File: config.mk
export PLATFORM = sky130hd
export DESIGN_NAME = pixel_compositor
export DESIGN_NICKNAME = d
export VERILOG_FILES = /design/src/rtl/pixel_compositor.sv
export SDC_FILE = /design/constraint.sdc
export NUM_CORES = 1
export LEC_CHECK = 0
export BUFFER_PORTS_ARGS = -buffer_cell sky130_fd_sc_hd__buf_2
export CAP_MARGIN = 15
export CELL_PAD_IN_SITES_DETAIL_PLACEMENT = 0
export CELL_PAD_IN_SITES_GLOBAL_PLACEMENT = 1
export CORE_MARGIN = 2
export CORE_UTILIZATION = 27
export DETAILED_ROUTE_END_ITERATION = 16
export PLACE_DENSITY = 0.75
export SKIP_LAST_GASP = 1
export SYNTH_ARGS = -nofsm -noshare
export SYNTH_HDL_FRONTEND = slang
export SYNTH_SLANG_ARGS = --single-unit
File: constraint.sdc
create_clock -name clk -period 0.9 [get_ports clk]
set_input_delay 0.09 -clock clk [delete_from_list [all_inputs] [get_ports clk]]
set_output_delay 0.09 -clock clk [all_outputs]
set_load 0.1 [all_outputs]
File: src/rtl/pixel_compositor.sv
// pixel_compositor: final pixel stage of the video pipeline.
// Aligns the vga_sync timing with the layer ROM outputs, picks the top-most
// visible layer, blanks outside the active area and registers rgb/hsync/vsync.
// Optional screen fade-out/hold/fade-in is compiled in when the macro
// COMPOSITOR_FADE_EN is defined; without it rgb is unscaled, fade_req is
// ignored and fade_busy is tied low.
module pixel_compositor #(
    parameter int          ROM_LAT     = 1,
    parameter int          HOLD_FRAMES = 8,
    parameter logic [11:0] BG_COLOR    = 12'h000
) (
    input  logic        clk,
    input  logic        reset,
    input  logic        video_on,
    input  logic        hsync_in,
    input  logic        vsync_in,
    input  logic        box_on,
    input  logic        pipe_on,
    input  logic        score_on,
    input  logic        logo_on,
    input  logic        sp_bg_on,
    input  logic [11:0] box_rgb,
    input  logic [11:0] pipe_rgb,
    input  logic [11:0] score_rgb,
    input  logic [11:0] logo_rgb,
    input  logic [11:0] bg_rgb,
    input  logic        fade_req,
    output logic        hsync,
    output logic        vsync,
    output logic [11:0] rgb,
    output logic        fade_busy
);

    // {video_on, hsync, vsync} per stage; the last stage lines up with the flags
    logic [2:0]  sync_dly_r [ROM_LAT];
    logic        video_al_s;
    logic        hsync_al_s;
    logic        vsync_al_s;
    logic [11:0] sel_rgb_s;
    logic [11:0] pix_s;
    logic [11:0] rgb_r;
    logic        hsync_r;
    logic        vsync_r;

    assign video_al_s = sync_dly_r[ROM_LAT-1][2];
    assign hsync_al_s = sync_dly_r[ROM_LAT-1][1];
    assign vsync_al_s = sync_dly_r[ROM_LAT-1][0];

    // Delay the sync signals by the ROM latency so they match the layer flags
    always_ff @(posedge clk or posedge reset) begin
        if (reset) begin
            for (int i = 0; i < ROM_LAT; i++) begin
                sync_dly_r[i] <= 3'b000;
            end
        end else begin
            sync_dly_r[0] <= {video_on, hsync_in, vsync_in};
            for (int i = 1; i < ROM_LAT; i++) begin
                sync_dly_r[i] <= sync_dly_r[i-1];
            end
        end
    end

    // Fixed layer priority: score over logo over box over pipe over background
    always_comb begin
        sel_rgb_s = BG_COLOR;
        if (score_on) begin
            sel_rgb_s = score_rgb;
        end else if (logo_on) begin
            sel_rgb_s = logo_rgb;
        end else if (box_on) begin
            sel_rgb_s = box_rgb;
        end else if (pipe_on) begin
            sel_rgb_s = pipe_rgb;
        end else if (sp_bg_on) begin
            sel_rgb_s = bg_rgb;
        end else begin
            sel_rgb_s = BG_COLOR;
        end
    end

`ifdef COMPOSITOR_FADE_EN
    localparam int HOLD_W = (HOLD_FRAMES > 1) ? $clog2(HOLD_FRAMES + 1) : 1;
    localparam logic [HOLD_W-1:0] HOLD_LAST = HOLD_W'(HOLD_FRAMES - 1);
    localparam logic [HOLD_W-1:0] HOLD_ONE  = HOLD_W'(1);

    typedef enum logic [1:0] {
        IDLE     = 2'd0,
        FADE_OUT = 2'd1,
        HOLD     = 2'd2,
        FADE_IN  = 2'd3
    } fade_state_t;

    fade_state_t       state_r;
    fade_state_t       state_nxt_s;
    logic [3:0]        level_r;
    logic [3:0]        level_nxt_s;
    logic [HOLD_W-1:0] hold_cnt_r;
    logic [HOLD_W-1:0] hold_nxt_s;
    logic              vs_prev_r;
    logic              frame_tick_s;
    logic              fade_busy_r;

    // Scale one 4-bit channel by (level+1)/16; level 15 is identity, 0 is black
    function automatic logic [3:0] scale_chan(input logic [3:0] c, input logic [3:0] lvl);
        logic [7:0] prod;
        prod = {4'b0000, c} * ({4'b0000, lvl} + 8'd1);
        return prod[7:4];
    endfunction

    function automatic logic [11:0] scale_rgb(input logic [11:0] c, input logic [3:0] lvl);
        return {scale_chan(c[11:8], lvl), scale_chan(c[7:4], lvl), scale_chan(c[3:0], lvl)};
    endfunction

    // Frame boundary is the falling edge of the aligned vsync
    assign frame_tick_s = vs_prev_r & ~vsync_al_s;

    // Remember the previous aligned vsync for edge detection
    always_ff @(posedge clk or posedge reset) begin
        if (reset) begin
            vs_prev_r <= 1'b0;
        end else begin
            vs_prev_r <= vsync_al_s;
        end
    end

    // Fade next-state logic; level only moves on frame ticks so frames never mix levels
    always_comb begin
        state_nxt_s = state_r;
        level_nxt_s = level_r;
        hold_nxt_s  = hold_cnt_r;
        case (state_r)
            IDLE: begin
                level_nxt_s = 4'd15;
                if (fade_req) begin
                    state_nxt_s = FADE_OUT;
                end else begin
                    state_nxt_s = IDLE;
                end
            end
            FADE_OUT: begin
                if (frame_tick_s) begin
                    if (level_r <= 4'd1) begin
                        level_nxt_s = 4'd0;
                        hold_nxt_s  = '0;
                        state_nxt_s = HOLD;
                    end else begin
                        level_nxt_s = level_r - 4'd1;
                    end
                end else begin
                    level_nxt_s = level_r;
                end
            end
            HOLD: begin
                if (HOLD_FRAMES == 0) begin
                    state_nxt_s = FADE_IN;
                end else if (frame_tick_s) begin
                    hold_nxt_s = hold_cnt_r + HOLD_ONE;
                    if (hold_cnt_r == HOLD_LAST) begin
                        state_nxt_s = FADE_IN;
                    end else begin
                        state_nxt_s = HOLD;
                    end
                end else begin
                    state_nxt_s = HOLD;
                end
            end
            FADE_IN: begin
                if (frame_tick_s) begin
                    if (level_r >= 4'd14) begin
                        level_nxt_s = 4'd15;
                        state_nxt_s = IDLE;
                    end else begin
                        level_nxt_s = level_r + 4'd1;
                    end
                end else begin
                    level_nxt_s = level_r;
                end
            end
            default: begin
                state_nxt_s = IDLE;
                level_nxt_s = 4'd15;
                hold_nxt_s  = '0;
            end
        endcase
    end

    // Fade state, level and hold counter registers; busy tracks the state register
    always_ff @(posedge clk or posedge reset) begin
        if (reset) begin
            state_r     <= IDLE;
            level_r     <= 4'd15;
            hold_cnt_r  <= '0;
            fade_busy_r <= 1'b0;
        end else begin
            state_r     <= state_nxt_s;
            level_r     <= level_nxt_s;
            hold_cnt_r  <= hold_nxt_s;
            fade_busy_r <= (state_nxt_s != IDLE);
        end
    end

    assign fade_busy = fade_busy_r;

    // Blank outside the active area, otherwise apply the fade level
    always_comb begin
        pix_s = 12'h000;
        if (video_al_s) begin
            pix_s = scale_rgb(sel_rgb_s, level_r);
        end else begin
            pix_s = 12'h000;
        end
    end
`else
    logic fade_req_unused_s;
    assign fade_req_unused_s = fade_req;
    assign fade_busy         = 1'b0;

    // Blank outside the active area
    always_comb begin
        pix_s = 12'h000;
        if (video_al_s) begin
            pix_s = sel_rgb_s;
        end else begin
            pix_s = 12'h000;
        end
    end
`endif

    // Output register: rgb and syncs leave together, ROM_LAT+1 clk after vga_sync
    always_ff @(posedge clk or posedge reset) begin
        if (reset) begin
            rgb_r   <= 12'h000;
            hsync_r <= 1'b0;
            vsync_r <= 1'b0;
        end else begin
            rgb_r   <= pix_s;
            hsync_r <= hsync_al_s;
            vsync_r <= vsync_al_s;
        end
    end

    assign rgb   = rgb_r;
    assign hsync = hsync_r;
    assign vsync = vsync_r;

endmodule

# [Word-level counts from Yosys, hierarchy flattened]
# Index checks and enable logic that the tools add are counted.
[word_totals] in_bits=71 ff_bits=17 elab_cells=10 out_inout_bits=15
[classes] mux=6
[op_table] operator="12-bit two-way mux" count=6

# [Longest topological paths before layout]
[logic_depth] word_depth=6 mapped_depth=5 mapped_depth_nobuf=3

# [Worst setup path after synthesis]
# Ideal clock, no wire load.
[synth_timing] path_type="flip-flop to output port" startpoint="register hsync_r (netlist: hsync)" endpoint="output hsync" path_stages_with_launch=1 arrival_ps=883 path_buffers=0 setup_slack_ps=-73 required_ps=810 path_cell_list="dfrtp_1"
[synth_rtl] item="start, declared" line_no="42" rtl="logic hsync_r;"
[synth_rtl] item="start signal, assigned" line_no="237" rtl="hsync_r <= hsync_al_s;"
[synth_rtl] item="end, declared" line_no="28" rtl="output logic hsync,"
# No word-level cell between the ends.

# [Worst setup path after layout]
[layout_timing] startpoint="register rgb_r[5] (netlist: rgb[5])" endpoint="output rgb[5]"
[layout_rtl] item="start, declared" line_no="41" rtl="logic [11:0] rgb_r;"
[layout_rtl] item="start signal, assigned" line_no="236" rtl="rgb_r <= pix_s;"
[layout_rtl] item="end, declared" line_no="30" rtl="output logic [11:0] rgb,"
# No word-level cell between the ends.

==> flow_summary.toml <==
[power_and_ir_drop]
power.leakage_uw = 0.000976
vdd_ir_drop_max_v = 0.000418
switching_share_pct = 36.2
p_int_uw = 1570
power.share.sequential_pct = 35.3
power_density_nw_per_um2 = 1230
switchingPower_uw = 893
clock_power_share_pct = 22.5
power_frac_comb_pct = 42.3

[yosys]
synth-seq-cells = 17
synthTopCellsByArea = "dfrtp_1, nand2_1, o2111ai_1"
synth_nets = 213
synth_cell_types = 18
avgSynthCellArea_um2 = 8.51
syn_area_um2 = 1210
yosysSeqAreaShare_pct = 35.2
yosysWarnings = 0
yosysTopAreaCell = "dfrtp_1"
synth_edf_count = 0
yosysTopAreaCellShare_pct = 35.2
synthFlopType = "dfrtp_1"
syn_inst = 142
synth_most_common_cell = "nand2_1"
async_flop_share_pct = 100
synth_commonest_cells = "nand2_1, dfrtp_1, and3_1, nor3b_1, o31ai_1"

[die]
die_area_um2 = 5030
core-area_um2 = 4320
start_util_pct = 28.0
rows = 24
die_h_um = 70.9
die_w_um = 70.9
io-pin-count = 86

[cells_and_area]
num-fill-cells = 441
area.growth.synth_to_final_pct = 65.6
diodes = 0
fin_util_pct = 46.3
regArea_um2 = 443
final_cells = 283
multi_input_area_um2 = 677
layout-drive-gt1-share_pct = 51.5
nNetsFinal = 303

[route]
num_vias = 1332
wl_per_cell_um = 14.1
viasPerCell = 4.71
ant_nets = 0
drtPass1Iterations = 4
wl_um = 3980
initialDrtViolationCount = 63
drc = 0

[cts]
clock_sinks = 17
cts.repair.resized = 0
worstSkewPairLatency_ns = 0.25
clkTransAtPathRegs_ns = 0.06
clockBufferDepth = 2
htreeDepth = 1
cts_tree = "yes"
clock-root-buffer = "clkbuf_8"
cts_made_buffers = 3

[global_routing]
antenna_found_initial = 0
use_met3_pct = 2.85
grt.met1_usage_pct = 24.3
busiest_layer = "met1"
grt_start_max_net_pins = 24
grt_first_pass_wirelength_um = 6220
grt.total_usage_pct = 15.7
grt_pass1_vias = 1285
grt_use_met2_pct = 22.7
grt_overflow = 0

[min_path]
hold_depth = 4
hold_path_class = "in2reg"

[sta]
hold_ws_ns = 0.205
worst_clock_skew_ns = 0.00228
hold_viol = 0
setup_slack_ns = -0.0444
fin_tns_setup_ns = -0.302
rsz0062_at_grt = "yes"
maxSlewViolCount = 0
fin_crit_ns = 0.944
fmax_mhz = 1060
timing.final.crit_share_pct = 105
setup_viol = 14

[run_status]
violations = "setup timing"
status = "finished, violations left"

[worst_setup_path]
critPathLaunchType = "flop"
cp_num_buf_inv = 1
critPathMaxFanout = 1
critPathTopFamily = "flip-flops"
path_class = "reg2out"
cp.depth = 1
worst-r2r-cell-count = 1
path_cells = "buf_12"
timing.critical_path.required_ns = 0.81
cp.arrival_ns = 0.85
cp-end-kind = "primary output"
max_stage_delay_ns = 0.43
crit_slowest_cell = "dfrtp_2"

[placed_design]
pre_cts_slack_ns = -0.192
dp_hpwl_um = 3290
dp_cells = 275
port_buffers = 83
routabilityCongestion = 0.898

[job]
drv_cap = 0
layout by cell type, fill, tap and decap left out, drive strengths merged, types with 4 or more instances in the layout:
cell,netlist,final
buf,13,95
nand2,47,47
dfrtp,17,17
nor3b,12,12
o31ai,12,12
and3,12,12
nor2b,12,12
o2111ai,11,11
dlygate4sd3,0,4
clkbuf,1,4
routing by layer:
layer | vias up | part of all wire (%)
met4 | 0 | 0.30
met3 | 2 | 6.5
met2 | 53 | 43
li1 | 673 | -
met1 | 604 | 50
met5 | - | 0
area by class of cell:
type                    instances  area share (%)
repair buffers                 99            38.4
clock buffers                   4            2.25
well taps                      52            3.25
flip-flops and latches         17            22.1
inverters                       1           0.188
multi-input cells             110            33.8
logic make-up (layout without fill, tap and decap cells):
family | after synthesis | in the layout | share of synthesized area (%)
AO/OA/AOI/OAI | 23 | 23 | 15.4
flip-flops | 17 | 17 | 35.2
buffers and inverters | 15 | 104 | 8.80
other | 1 | 1 | 0.310
AND/OR/NAND/NOR | 86 | 86 | 40.3
path summary, 6_finish.rpt:
kind                               start  endpoint  slack [ns]
max reg2reg                sync_dly_r[2]    rgb[0]        0.06
min reg2reg                sync_dly_r[1]     hsync        0.35
max                               rgb[5]    rgb[5]       -0.04
max in group asynchronous          reset   rgb[11]        0.30
min                          pipe_rgb[7]    rgb[7]        0.20
min in group asynchronous          reset    rgb[4]        0.39
sequential cells by signal (all words and copies together), names as in the netlist:
name        count
vsync           1
hsync           1
sync_dly_r      3
rgb            12
through the flow:
| step | power (uW) | cell area [um^2] |
|---|---|---|
| floorplan | 1460 | 1230 |
| global placement | 1910 | 1920 |
| detailed placement | 1920 | 1920 |
| CTS | 2490 | 2000 |
| global route | 2580 | 2000 |
| finish | 2470 | 2000 |
power by group through the flow:
stage | combinational [uW] | sequential [uW] | clock [uW]
after detailed placement | 1030 | 886 | 0
final | 1040 | 871 | 554
after global routing | 1110 | 876 | 600
after global placement | 1030 | 885 | 0
after floorplan | 284 | 1170 | 0
after CTS | 1050 | 871 | 577
timing repair:
item,CTS,global route
hold buffers,4,0
setup buffers,0,0
hold endpoints to repair,20,0
endpoints found under the setup margin,14,14
pin swaps,0,0
Note: power is estimated with default switching activity, not from simulation.
